`config.mk`:
```
export PLATFORM = sky130hd
export DESIGN_NAME = uart_ctl
export DESIGN_NICKNAME = d
export VERILOG_FILES = /design/src/rtl/uart_pkg.sv /design/src/rtl/uart_fifo.sv /design/src/rtl/uart_ctl.sv
export SDC_FILE = /design/constraint.sdc
export NUM_CORES = 1
export LEC_CHECK = 0
export ABC_AREA = 1
export CAP_MARGIN = 20
export CORE_UTILIZATION = 45
export CTS_BUF_LIST = sky130_fd_sc_hd__clkbuf_8 sky130_fd_sc_hd__clkbuf_16
export CTS_CLUSTER_DIAMETER = 50
export CTS_CLUSTER_SIZE = 12
export DETAILED_ROUTE_END_ITERATION = 6
export GPL_ROUTABILITY_DRIVEN = 0
export PLACE_DENSITY = 0.71
export SETUP_SLACK_MARGIN = 0.2
export SLEW_MARGIN = 0
export SYNTH_ARGS = -nofsm -noshare
export SYNTH_HDL_FRONTEND = slang
export SYNTH_SLANG_ARGS = --single-unit
```
`constraint.sdc`:
```
create_clock -name clk -period 2.7 [get_ports clk]
set_input_delay 0.81 -clock clk [delete_from_list [all_inputs] [get_ports clk]]
set_output_delay 0.81 -clock clk [all_outputs]
set_load 0.03 [all_outputs]
```
`src/rtl/uart_pkg.sv`:
```
// Shared register map, bit positions and FSM state types for uart_ctl.
package uart_pkg;

  localparam logic [3:0] ADDR_DATA   = 4'd0;
  localparam logic [3:0] ADDR_STATUS = 4'd1;
  localparam logic [3:0] ADDR_CTRL   = 4'd2;
  localparam logic [3:0] ADDR_DIV    = 4'd3;

  localparam int ST_RX_AVAIL   = 0;
  localparam int ST_TX_FULL    = 1;
  localparam int ST_TX_IDLE    = 2;
  localparam int ST_RX_OVERRUN = 3;
  localparam int ST_FRAME_ERR  = 4;

  localparam int CT_RX_IE  = 0;
  localparam int CT_TX_IE  = 1;
  localparam int CT_ERR_IE = 2;

  typedef enum logic [1:0] {TX_IDLE, TX_START, TX_DATA, TX_STOP} tx_state_t;
  typedef enum logic [1:0] {RX_IDLE, RX_START, RX_DATA, RX_STOP} rx_state_t;

endpackage

```
`src/rtl/uart_fifo.sv`:
```
// Synchronous show-ahead FIFO: dout is the head entry with no read latency.
// A push into a full FIFO is accepted only when a pop frees a slot that same cycle.
module uart_fifo #(
  parameter int WIDTH = 8,
  parameter int DEPTH = 8
) (
  input  logic             clk,
  input  logic             reset,
  input  logic             push,
  input  logic             pop,
  input  logic [WIDTH-1:0] din,
  output logic [WIDTH-1:0] dout,
  output logic             full,
  output logic             empty
);

  localparam int AW = $clog2(DEPTH);
  localparam logic [AW:0] FULL_COUNT = (AW + 1)'(DEPTH);

  logic [WIDTH-1:0] mem [DEPTH];
  logic [AW-1:0]    wr_ptr, rd_ptr;
  logic [AW:0]      count;
  logic             do_push, do_pop;

  assign empty   = (count == '0);
  assign full    = (count == FULL_COUNT);
  assign do_pop  = pop && !empty;
  assign do_push = push && (!full || do_pop);
  assign dout    = mem[rd_ptr];

  // NOTE: storage has no reset; validity is defined by the pointers and count alone.
  always_ff @(posedge clk) begin
    if (do_push) mem[wr_ptr] <= din;
  end

  // NOTE: all sequential state uses <= so every flop samples pre-edge values.
  always_ff @(posedge clk) begin
    if (reset) begin
      wr_ptr <= '0;
      rd_ptr <= '0;
      count  <= '0;
    end else begin
      if (do_push) wr_ptr <= wr_ptr + 1'b1;
      if (do_pop)  rd_ptr <= rd_ptr + 1'b1;
      case ({do_push, do_pop})
        2'b10:   count <= count + 1'b1;
        2'b01:   count <= count - 1'b1;
        default: count <= count;
      endcase
    end
  end

endmodule

```
`src/rtl/uart_ctl.sv`:
```
// 8N1 UART with TX/RX FIFOs, programmable bit divisor and a level interrupt,
// attached to the 4-bit-address / 16-bit-data io bus.
module uart_ctl
  import uart_pkg::*;
#(
  parameter int          FIFO_DEPTH = 8,
  parameter logic [15:0] DIV_RESET  = 16'd433
) (
  input  logic        clk,
  input  logic        reset,
  input  logic        io_write,
  input  logic        io_read,
  input  logic [3:0]  io_addr,
  input  logic [15:0] io_wdata,
  output logic [15:0] io_rdata,
  output logic        uart_intr,
  output logic        tx,
  input  logic        rx
);

  logic        wr_data, wr_status, wr_ctrl, wr_div, rd_pop;
  logic [2:0]  ctrl_q;
  logic [15:0] div_q;
  logic        overrun_q, frame_err_q;

  logic       tx_full, tx_empty, tx_pop;
  logic [7:0] tx_head;
  logic       rx_full, rx_empty, rx_push;
  logic [7:0] rx_head;
  logic       rx_avail, tx_idle, overrun_set, ferr_set;

  assign wr_data   = io_write && (io_addr == ADDR_DATA);
  assign wr_status = io_write && (io_addr == ADDR_STATUS);
  assign wr_ctrl   = io_write && (io_addr == ADDR_CTRL);
  assign wr_div    = io_write && (io_addr == ADDR_DIV);
  assign rd_pop    = io_read  && (io_addr == ADDR_DATA);

  // ---------------- FIFOs ----------------
  uart_fifo #(.WIDTH(8), .DEPTH(FIFO_DEPTH)) u_tx_fifo (
    .clk   (clk),
    .reset (reset),
    .push  (wr_data && !tx_full),
    .pop   (tx_pop),
    .din   (io_wdata[7:0]),
    .dout  (tx_head),
    .full  (tx_full),
    .empty (tx_empty)
  );

  logic [7:0] rx_shift_q;

  uart_fifo #(.WIDTH(8), .DEPTH(FIFO_DEPTH)) u_rx_fifo (
    .clk   (clk),
    .reset (reset),
    .push  (rx_push),
    .pop   (rd_pop),
    .din   (rx_shift_q),
    .dout  (rx_head),
    .full  (rx_full),
    .empty (rx_empty)
  );

  // ---------------- Transmitter ----------------
  tx_state_t   tx_state_q, tx_state_d;
  logic [15:0] tx_cnt_q, tx_cnt_d;
  logic [2:0]  tx_bit_q, tx_bit_d;
  logic [7:0]  tx_shift_q, tx_shift_d;
  logic        tx_q, tx_d;
  logic        tx_tick;

  assign tx_tick = (tx_cnt_q == 16'd0);

  // NOTE: every always_comb output gets a default first so no latch is inferred.
  always_comb begin
    tx_state_d = tx_state_q;
    tx_cnt_d   = tx_cnt_q;
    tx_bit_d   = tx_bit_q;
    tx_shift_d = tx_shift_q;
    tx_pop     = 1'b0;
    case (tx_state_q)
      TX_IDLE: begin
        if (!tx_empty) begin
          tx_pop     = 1'b1;
          tx_shift_d = tx_head;
          tx_cnt_d   = div_q;
          tx_state_d = TX_START;
        end
      end
      TX_START: begin
        if (tx_tick) begin
          tx_cnt_d   = div_q;
          tx_bit_d   = 3'd0;
          tx_state_d = TX_DATA;
        end else begin
          tx_cnt_d = tx_cnt_q - 16'd1;
        end
      end
      TX_DATA: begin
        if (tx_tick) begin
          tx_cnt_d = div_q;
          if (tx_bit_q == 3'd7) begin
            tx_state_d = TX_STOP;
          end else begin
            tx_bit_d   = tx_bit_q + 3'd1;
            tx_shift_d = {1'b0, tx_shift_q[7:1]};
          end
        end else begin
          tx_cnt_d = tx_cnt_q - 16'd1;
        end
      end
      TX_STOP: begin
        if (tx_tick) begin
          // Back-to-back frames: a waiting byte starts with no idle gap.
          if (!tx_empty) begin
            tx_pop     = 1'b1;
            tx_shift_d = tx_head;
            tx_cnt_d   = div_q;
            tx_state_d = TX_START;
          end else begin
            tx_state_d = TX_IDLE;
          end
        end else begin
          tx_cnt_d = tx_cnt_q - 16'd1;
        end
      end
    endcase
    case (tx_state_d)
      TX_START: tx_d = 1'b0;
      TX_DATA:  tx_d = tx_shift_d[0];
      default:  tx_d = 1'b1;
    endcase
  end

  always_ff @(posedge clk) begin
    if (reset) begin
      tx_state_q <= TX_IDLE;
      tx_cnt_q   <= '0;
      tx_bit_q   <= '0;
      tx_shift_q <= '0;
      tx_q       <= 1'b1;
    end else begin
      tx_state_q <= tx_state_d;
      tx_cnt_q   <= tx_cnt_d;
      tx_bit_q   <= tx_bit_d;
      tx_shift_q <= tx_shift_d;
      tx_q       <= tx_d;
    end
  end

  assign tx = tx_q;

  // ---------------- Receiver ----------------
  logic        rx_s1, rx_s2, rx_prev;
  rx_state_t   rx_state_q, rx_state_d;
  logic [15:0] rx_cnt_q, rx_cnt_d, rx_half;
  logic [2:0]  rx_bit_q, rx_bit_d;
  logic [7:0]  rx_shift_d;
  logic        rx_brk_q, rx_brk_d, rx_tick;

  assign rx_half = {1'b0, div_q[15:1]};
  assign rx_tick = (rx_cnt_q == 16'd0);

  always_comb begin
    rx_state_d = rx_state_q;
    rx_cnt_d   = rx_cnt_q;
    rx_bit_d   = rx_bit_q;
    rx_shift_d = rx_shift_q;
    rx_brk_d   = rx_brk_q;
    rx_push    = 1'b0;
    ferr_set   = 1'b0;
    case (rx_state_q)
      RX_IDLE: begin
        if (rx_prev && !rx_s2) begin
          // The edge cycle is sample offset 0; a zero half-bit means the start bit is already confirmed.
          if (rx_half == 16'd0) begin
            rx_cnt_d   = div_q;
            rx_bit_d   = 3'd0;
            rx_state_d = RX_DATA;
          end else begin
            rx_cnt_d   = rx_half - 16'd1;
            rx_state_d = RX_START;
          end
        end
      end
      RX_START: begin
        if (rx_tick) begin
          if (rx_s2) begin
            rx_state_d = RX_IDLE;
          end else begin
            rx_cnt_d   = div_q;
            rx_bit_d   = 3'd0;
            rx_state_d = RX_DATA;
          end
        end else begin
          rx_cnt_d = rx_cnt_q - 16'd1;
        end
      end
      RX_DATA: begin
        if (rx_tick) begin
          rx_shift_d = {rx_s2, rx_shift_q[7:1]};
          rx_cnt_d   = div_q;
          if (rx_bit_q == 3'd7) rx_state_d = RX_STOP;
          else                  rx_bit_d   = rx_bit_q + 3'd1;
        end else begin
          rx_cnt_d = rx_cnt_q - 16'd1;
        end
      end
      RX_STOP: begin
        if (rx_brk_q) begin
          // Line held low after a bad stop bit: wait for it to rise before rearming.
          if (rx_s2) begin
            rx_brk_d   = 1'b0;
            rx_state_d = RX_IDLE;
          end
        end else if (rx_tick) begin
          rx_push = 1'b1;
          if (rx_s2) begin
            rx_state_d = RX_IDLE;
          end else begin
            ferr_set = 1'b1;
            rx_brk_d = 1'b1;
          end
        end else begin
          rx_cnt_d = rx_cnt_q - 16'd1;
        end
      end
    endcase
  end

  always_ff @(posedge clk) begin
    if (reset) begin
      rx_s1      <= 1'b1;
      rx_s2      <= 1'b1;
      rx_prev    <= 1'b1;
      rx_state_q <= RX_IDLE;
      rx_cnt_q   <= '0;
      rx_bit_q   <= '0;
      rx_shift_q <= '0;
      rx_brk_q   <= 1'b0;
    end else begin
      rx_s1      <= rx;
      rx_s2      <= rx_s1;
      rx_prev    <= rx_s2;
      rx_state_q <= rx_state_d;
      rx_cnt_q   <= rx_cnt_d;
      rx_bit_q   <= rx_bit_d;
      rx_shift_q <= rx_shift_d;
      rx_brk_q   <= rx_brk_d;
    end
  end

  // ---------------- Registers and status ----------------
  assign overrun_set = rx_push && rx_full && !rd_pop;

  always_ff @(posedge clk) begin
    if (reset) begin
      ctrl_q      <= '0;
      div_q       <= DIV_RESET;
      overrun_q   <= 1'b0;
      frame_err_q <= 1'b0;
    end else begin
      if (wr_ctrl) ctrl_q <= io_wdata[2:0];
      if (wr_div)  div_q  <= io_wdata;
      // A new error in the same cycle as a write-clear keeps the flag set.
      if (overrun_set)                             overrun_q <= 1'b1;
      else if (wr_status && io_wdata[ST_RX_OVERRUN]) overrun_q <= 1'b0;
      if (ferr_set)                                frame_err_q <= 1'b1;
      else if (wr_status && io_wdata[ST_FRAME_ERR])  frame_err_q <= 1'b0;
    end
  end

  assign rx_avail = !rx_empty;
  assign tx_idle  = tx_empty && (tx_state_q == TX_IDLE);

  logic [15:0] status_word;

  always_comb begin
    status_word                = '0;
    status_word[ST_RX_AVAIL]   = rx_avail;
    status_word[ST_TX_FULL]    = tx_full;
    status_word[ST_TX_IDLE]    = tx_idle;
    status_word[ST_RX_OVERRUN] = overrun_q;
    status_word[ST_FRAME_ERR]  = frame_err_q;
  end

  always_comb begin
    io_rdata = 'x;
    case (io_addr)
      ADDR_DATA:   io_rdata = {7'h0, rx_avail, rx_head};
      ADDR_STATUS: io_rdata = status_word;
      ADDR_CTRL:   io_rdata = {13'h0, ctrl_q};
      ADDR_DIV:    io_rdata = div_q;
      default:     io_rdata = 'x;
    endcase
  end

  assign uart_intr = (ctrl_q[CT_RX_IE]  && rx_avail)
                   | (ctrl_q[CT_TX_IE]  && tx_empty)
                   | (ctrl_q[CT_ERR_IE] && (overrun_q || frame_err_q));

endmodule

```
Word-level counts from Yosys, hierarchy flattened
Memories as Yosys holds them, arrays and structs flattened. A register that Yosys moved wholly into a read port is not among the register bits.
Cells that the tools add are included.
{ "classes": {"n_addsub": 13, "n_eq_ne": 34, "muxes": 72, "bitwise_logic": 2, "n_reduce_logical": 50} }
{ "ops": {"columns": ["cell", "count"], "rows": [
  ["$mux 16", 10],
  ["$pmux 16 s4", 2],
  ["$logic_not 16->1", 3],
  ["$pmux 16 s3", 1],
  ["$mux 3", 13],
  ["$mux 8", 4],
  ["$sub 16x1->16 const B", 2],
  ["$mux 2", 14],
  ["$ne 2x2->1 const B", 13],
  ["$pmux 8 s3", 1],
  ["$logic_and 1x1->1", 19],
  ["$mux 1", 19],
  ["$add 3x1->3 const B", 6],
  ["$pmux 2 s4", 2],
  ["$pmux 4 s2", 2],
  ["$sub 15x1->16 const B", 1],
  ["$eq 2x2->1 const B", 7],
  ["$logic_not 4->1", 3],
  ["$reduce_and 4->1", 3],
  ["$eq 2x1->1 const B", 5],
  ["$reduce_bool 2->1", 5],
  ["$pmux 3 s3", 1],
  ["$add 4x1->4 const B", 2],
  ["$eq 4x2->1 const B", 2],
  ["other kinds (16)", 31]
]} }
{ "word_totals": {"regBits": 104, "ramBits": 128, "in_bits": 25, "wordCells": 197, "memories": 2} }
{ "mem_list": {"columns": ["memory", "words", "word_bits", "read_ports", "rd_clocked_by_memory_dff", "wr", "line", "rtl"], "rows": [
  ["u_rx_fifo.mem", 8, 8, 1, 1, 1, "uart_fifo.sv:20", "logic [WIDTH-1:0] mem [DEPTH];"],
  ["u_tx_fifo.mem", 8, 8, 1, 1, 1, "uart_fifo.sv:20", null]
]} }

Logic depth before layout (Yosys ltp)
{ "logic_depth": {"depth_word": 9, "depth_mapped": 17, "ltp_nobuf": 17} }

By module
From an unflattened synthesis, not the netlist that was laid out.
{ "unflattened": {"cells_unflattened": 1438, "area_unflattened_um2": 12166.7} }
{ "by_module_without_submodules": {"columns": ["mod", "n_inst", "cells_each", "area_per_inst_um2"], "rows": [
  ["uart_ctl", 1, 919, 5738.0],
  ["uart_fifo at u_rx_fifo", 1, 260, 3216.8],
  ["uart_fifo at u_tx_fifo", 1, 259, 3211.8]
]} }

Worst setup path before layout
No wires, ideal clock.
{ "synth_timing": {"path_kind": "input to output", "start": "input io_addr[3]", "end": "output io_rdata[0]", "arrival_ps": 2046, "slack_ps": -156, "path_stages": 6, "path_buffers": 0, "path_cell_list": "nor2_1 -> nand3_1 -> inv_1 -> nor2_1 -> inv_1 -> o21ai_0"} }
{ "synth_via": {"elab_chain_cells": 2} }
{ "synth_lines": {"columns": ["item", "line", "rtl"], "rows": [
  ["from (decl)", "uart_ctl.sv:13", "input logic [3:0] io_addr,"],
  ["$eq 4x2->1, or another cell as far along", "uart_ctl.sv:288", "case (io_addr)"],
  ["$pmux 16 s4 *", "uart_ctl.sv:288", null],
  ["to (decl)", "uart_ctl.sv:15", "output logic [15:0] io_rdata,"]
]} }
Every way passes the cells marked *; elsewhere a longest branch is shown, timed or not.

==> flow_summary.yaml <==
outcome:
  status: "finished with violations"
  violations: "negative setup slack"
sta:
  worst_pin_slew_ps: 644
  max-slew-margin-rel_pct: 57.1
  period_needed_ps: 2810
  min_period_over_period_pct: 104
  setup-tns-final_ps: -579
  setup_viol: 8
  fin_hold_ws_ps: 399
  rsz0062_at_grt: "yes"
  max_freq_ghz: 0.356
  clock_skew_ps: 11.8
  setup_ws_ps: -110
  slew_violations: 0
  hold_viol_final: 0
clock_tree:
  cts_tree: "yes"
  cts_buffer_depth: 3
  htree_levels: 1
  cts_buffers: 26
  ctsHoldBuffers: 0
  cts.sinks: 238
  root_buffer: "clkbuf_16"
  clk-insertion-delay-late_ps: 540
  path_clk_slew_ps: 60
run:
  max-cap-violations: 0
worst_setup_path:
  r2r_slack_ps: 310
  cp.required_ps: 1890
  cp_max_fo: 7
  startpoint_type: "register"
  critPathKind: "register to output port"
  reg2reg_to: "u_rx_fifo.count[3]"
  crit_end: "io_rdata[4]"
  worstPathArrival_ps: 2000
  crit_path_end_kind: "output port"
  timing.rr.start: "rx_cnt_q[8]"
  r2r_cells: 16
yosys:
  ys.flop_type: "edfxtp_1"
  yosys_register_bits: 238
  ys_warn_count: 0
  syn_area_per_cell_sq_um: 8.24
  netlist.area_leader.share_pct: 31.1
  synth_fp_nets: 1554
  synth_area_sq_mm: 0.0124
  yosysMostFrequentCell: "nand2_1"
  synth.largest_area_cell: "edfxtp_1"
  ys_top_cells_by_count: "335 x nand2_1, 171 x nor2_1, 152 x inv_1"
  synth_edf_count: 128
  yosysSeqAreaShare_pct: 48.9
  synth_cell_type_count: 48
  synth_cells: 1499
  async_flop_share_pct: 0
  synthTopCellsByArea: "edfxtp_1 31%, dfxtp_1 18%, nand2_1 10%"
routing:
  wl_per_cell_um: 16.4
  routed_wl_mm: 32.3
  drc: 0
  drt_iter0_drc: 691
  vias_per_cell: 5.36
  ant_nets: 0
  vias: 10500
  drtPass1Iterations: 5
power:
  cellPowerDensity_mw_per_mm2: 866
  p_leak_uw: 0.00603
  power_uw: 13100
  ir_worst_vdd_uv: 615
grt:
  grt_max_degree: 52
  gr-usage-met1_pct: 29.0
  met3_usage_pct: 3.05
  antenna_found_initial: 0
  grt_pass1_wl_mm: 51.6
  grt_pass1_vias: 10300
  busiest_layer: "met2"
  gr-usage-met2_pct: 39.1
  grtUsageTotal_pct: 22.7
  grt_overflow: 0
layout:
  synthToLayoutAreaGrowth_pct: 22.6
  drive_gt1_share_pct: 19.8
  n_antenna_cell: 0
  fin_nets: 1661
  final_area_sq_mm: 0.0151
  fillerInstances: 2326
die:
  rows: 60
  die_w_um: 168
  dieArea_sq_mm: 0.0281
  chipHeight_um: 168
  initial_core_util_pct: 45.8
  core_sq_mm: 0.0270
  pin_count: 43
place:
  hpwlAfterDp_mm: 21.2
  dp_slack_ps: -483
  dpl_cell_area_sq_mm: 0.0136
  port_buffers: 42
min_path:
  hp-class: "register to register"
  hold_depth: 1
[how the worst min path moves through the flow]
| stage | endpoint | slack (ps) | startpoint |
|---|---|---|---|
| after floorplan | rx_s2 | 390 | rx_s1 |
| after global placement | rx_s2 | 390 | rx_s1 |
| after detailed placement | rx_s2 | 400 | rx_s1 |
| after CTS | rx_s2 | 400 | rx_s1 |
| after global routing | rx_s2 | 410 | rx_s1 |
| final | rx_s2 | 400 | rx_s1 |
[state kept, by name, indices dropped and copies added (netlist names), 2 cells and up, named ones only]
signal and flops:
ctrl_q 3, div_q 16, rx_bit_q 3, rx_cnt_q 16, rx_shift_q 8, rx_state_q 2, tx_bit_q 3, tx_cnt_q 16
tx_shift_q 8, tx_state_q 2, u_rx_fifo.count 4, u_rx_fifo.mem 64, u_rx_fifo.rd_ptr 3, u_rx_fifo.wr_ptr 3, u_tx_fifo.count 4, u_tx_fifo.mem 64
u_tx_fifo.rd_ptr 3, u_tx_fifo.wr_ptr 3
[kinds of logic after synthesis]
family                   share of synthesized area, %
AO/OA/AOI/OAI                                    14.2
XOR/XNOR                                         1.70
adder cells (fa/ha/maj)                          3.10
buffers and inverters                            7.10
flip-flops                                       48.9
multiplexers                                    0.810
AND/OR/NAND/NOR                                  24.2
[metrics by stage]
step / utilization [%] / instances
3_5_place_dp: 50.6 / 1893
3_3_place_gp: 50.6 / 1893
2_1_floorplan: - / 1499
4_1_cts: 55.2 / 1956
5_1_grt: 56.2 / 1966
6_report: 56.2 / 1966
[placed cells by master (no fill, tap or decap), drive strengths merged]
master           n
and3             1
fa               1
clkbuf          30
clkdlybuf4s50   20
nor4             2
ha              29
nor2           192
o21bai           1
o221ai          11
and2             2
inv            174
o22ai           20
o21ai          137
bufbuf           1
xor2            17
nand3b           5
clkinvlp         1
a21oi          114
mux2i           10
buf            110
dfxtp          110
nand2          347
a31oi            1
nand3           94
o32ai            5
nand4            6
xnor2            7
clkinv           6
o21a             4
o211ai          13
nor3            10
a22oi            1
edfxtp         128
or2             15
[worst max-delay path: stages, from the launching register on]
cell	delay, ps
dfxtp_4	380
buf_6	150
buf_16	130
mux2i_2	230
o22ai_2	110
nor2_2	150
o221ai_2	140
buf_12	160
[area by class of cell]
type                    count  area [sq um]  area share, %
clock buffers              29           703           4.64
clock inverters            18          92.6          0.611
inverters                 163           624           4.12
multi-input cells        1045          5880           38.8
flip-flops and latches    238          6070           40.1
well taps                 341           427           2.82
repair buffers            132          1350           8.92
[routing by layer]
layer  vias up  wire, um
met5         -         0
met3        68      1760
met4         0      1080
met2       311     15600
met1      4932     13800
li1       5227         -
[timing repair]
| item | CTS | global route |
|---|---|---|
| hold endpoints to repair | 0 | 0 |
| resized for setup | 100 | 51 |
| gates cloned | 3 | 1 |
| setup buffers | 13 | 9 |
| endpoints found under the setup margin | 20 | 22 |
| pin swaps | 23 | 26 |
[report_power, final]
group	internal, uW	total, uW	leakage [uW]	switching, uW
clock	1860	3300	0.000432	1440
sequential	4130	4450	0.00202	316
combinational	1940	5370	0.00358	3430
Power figures use the tool's default switching activity.
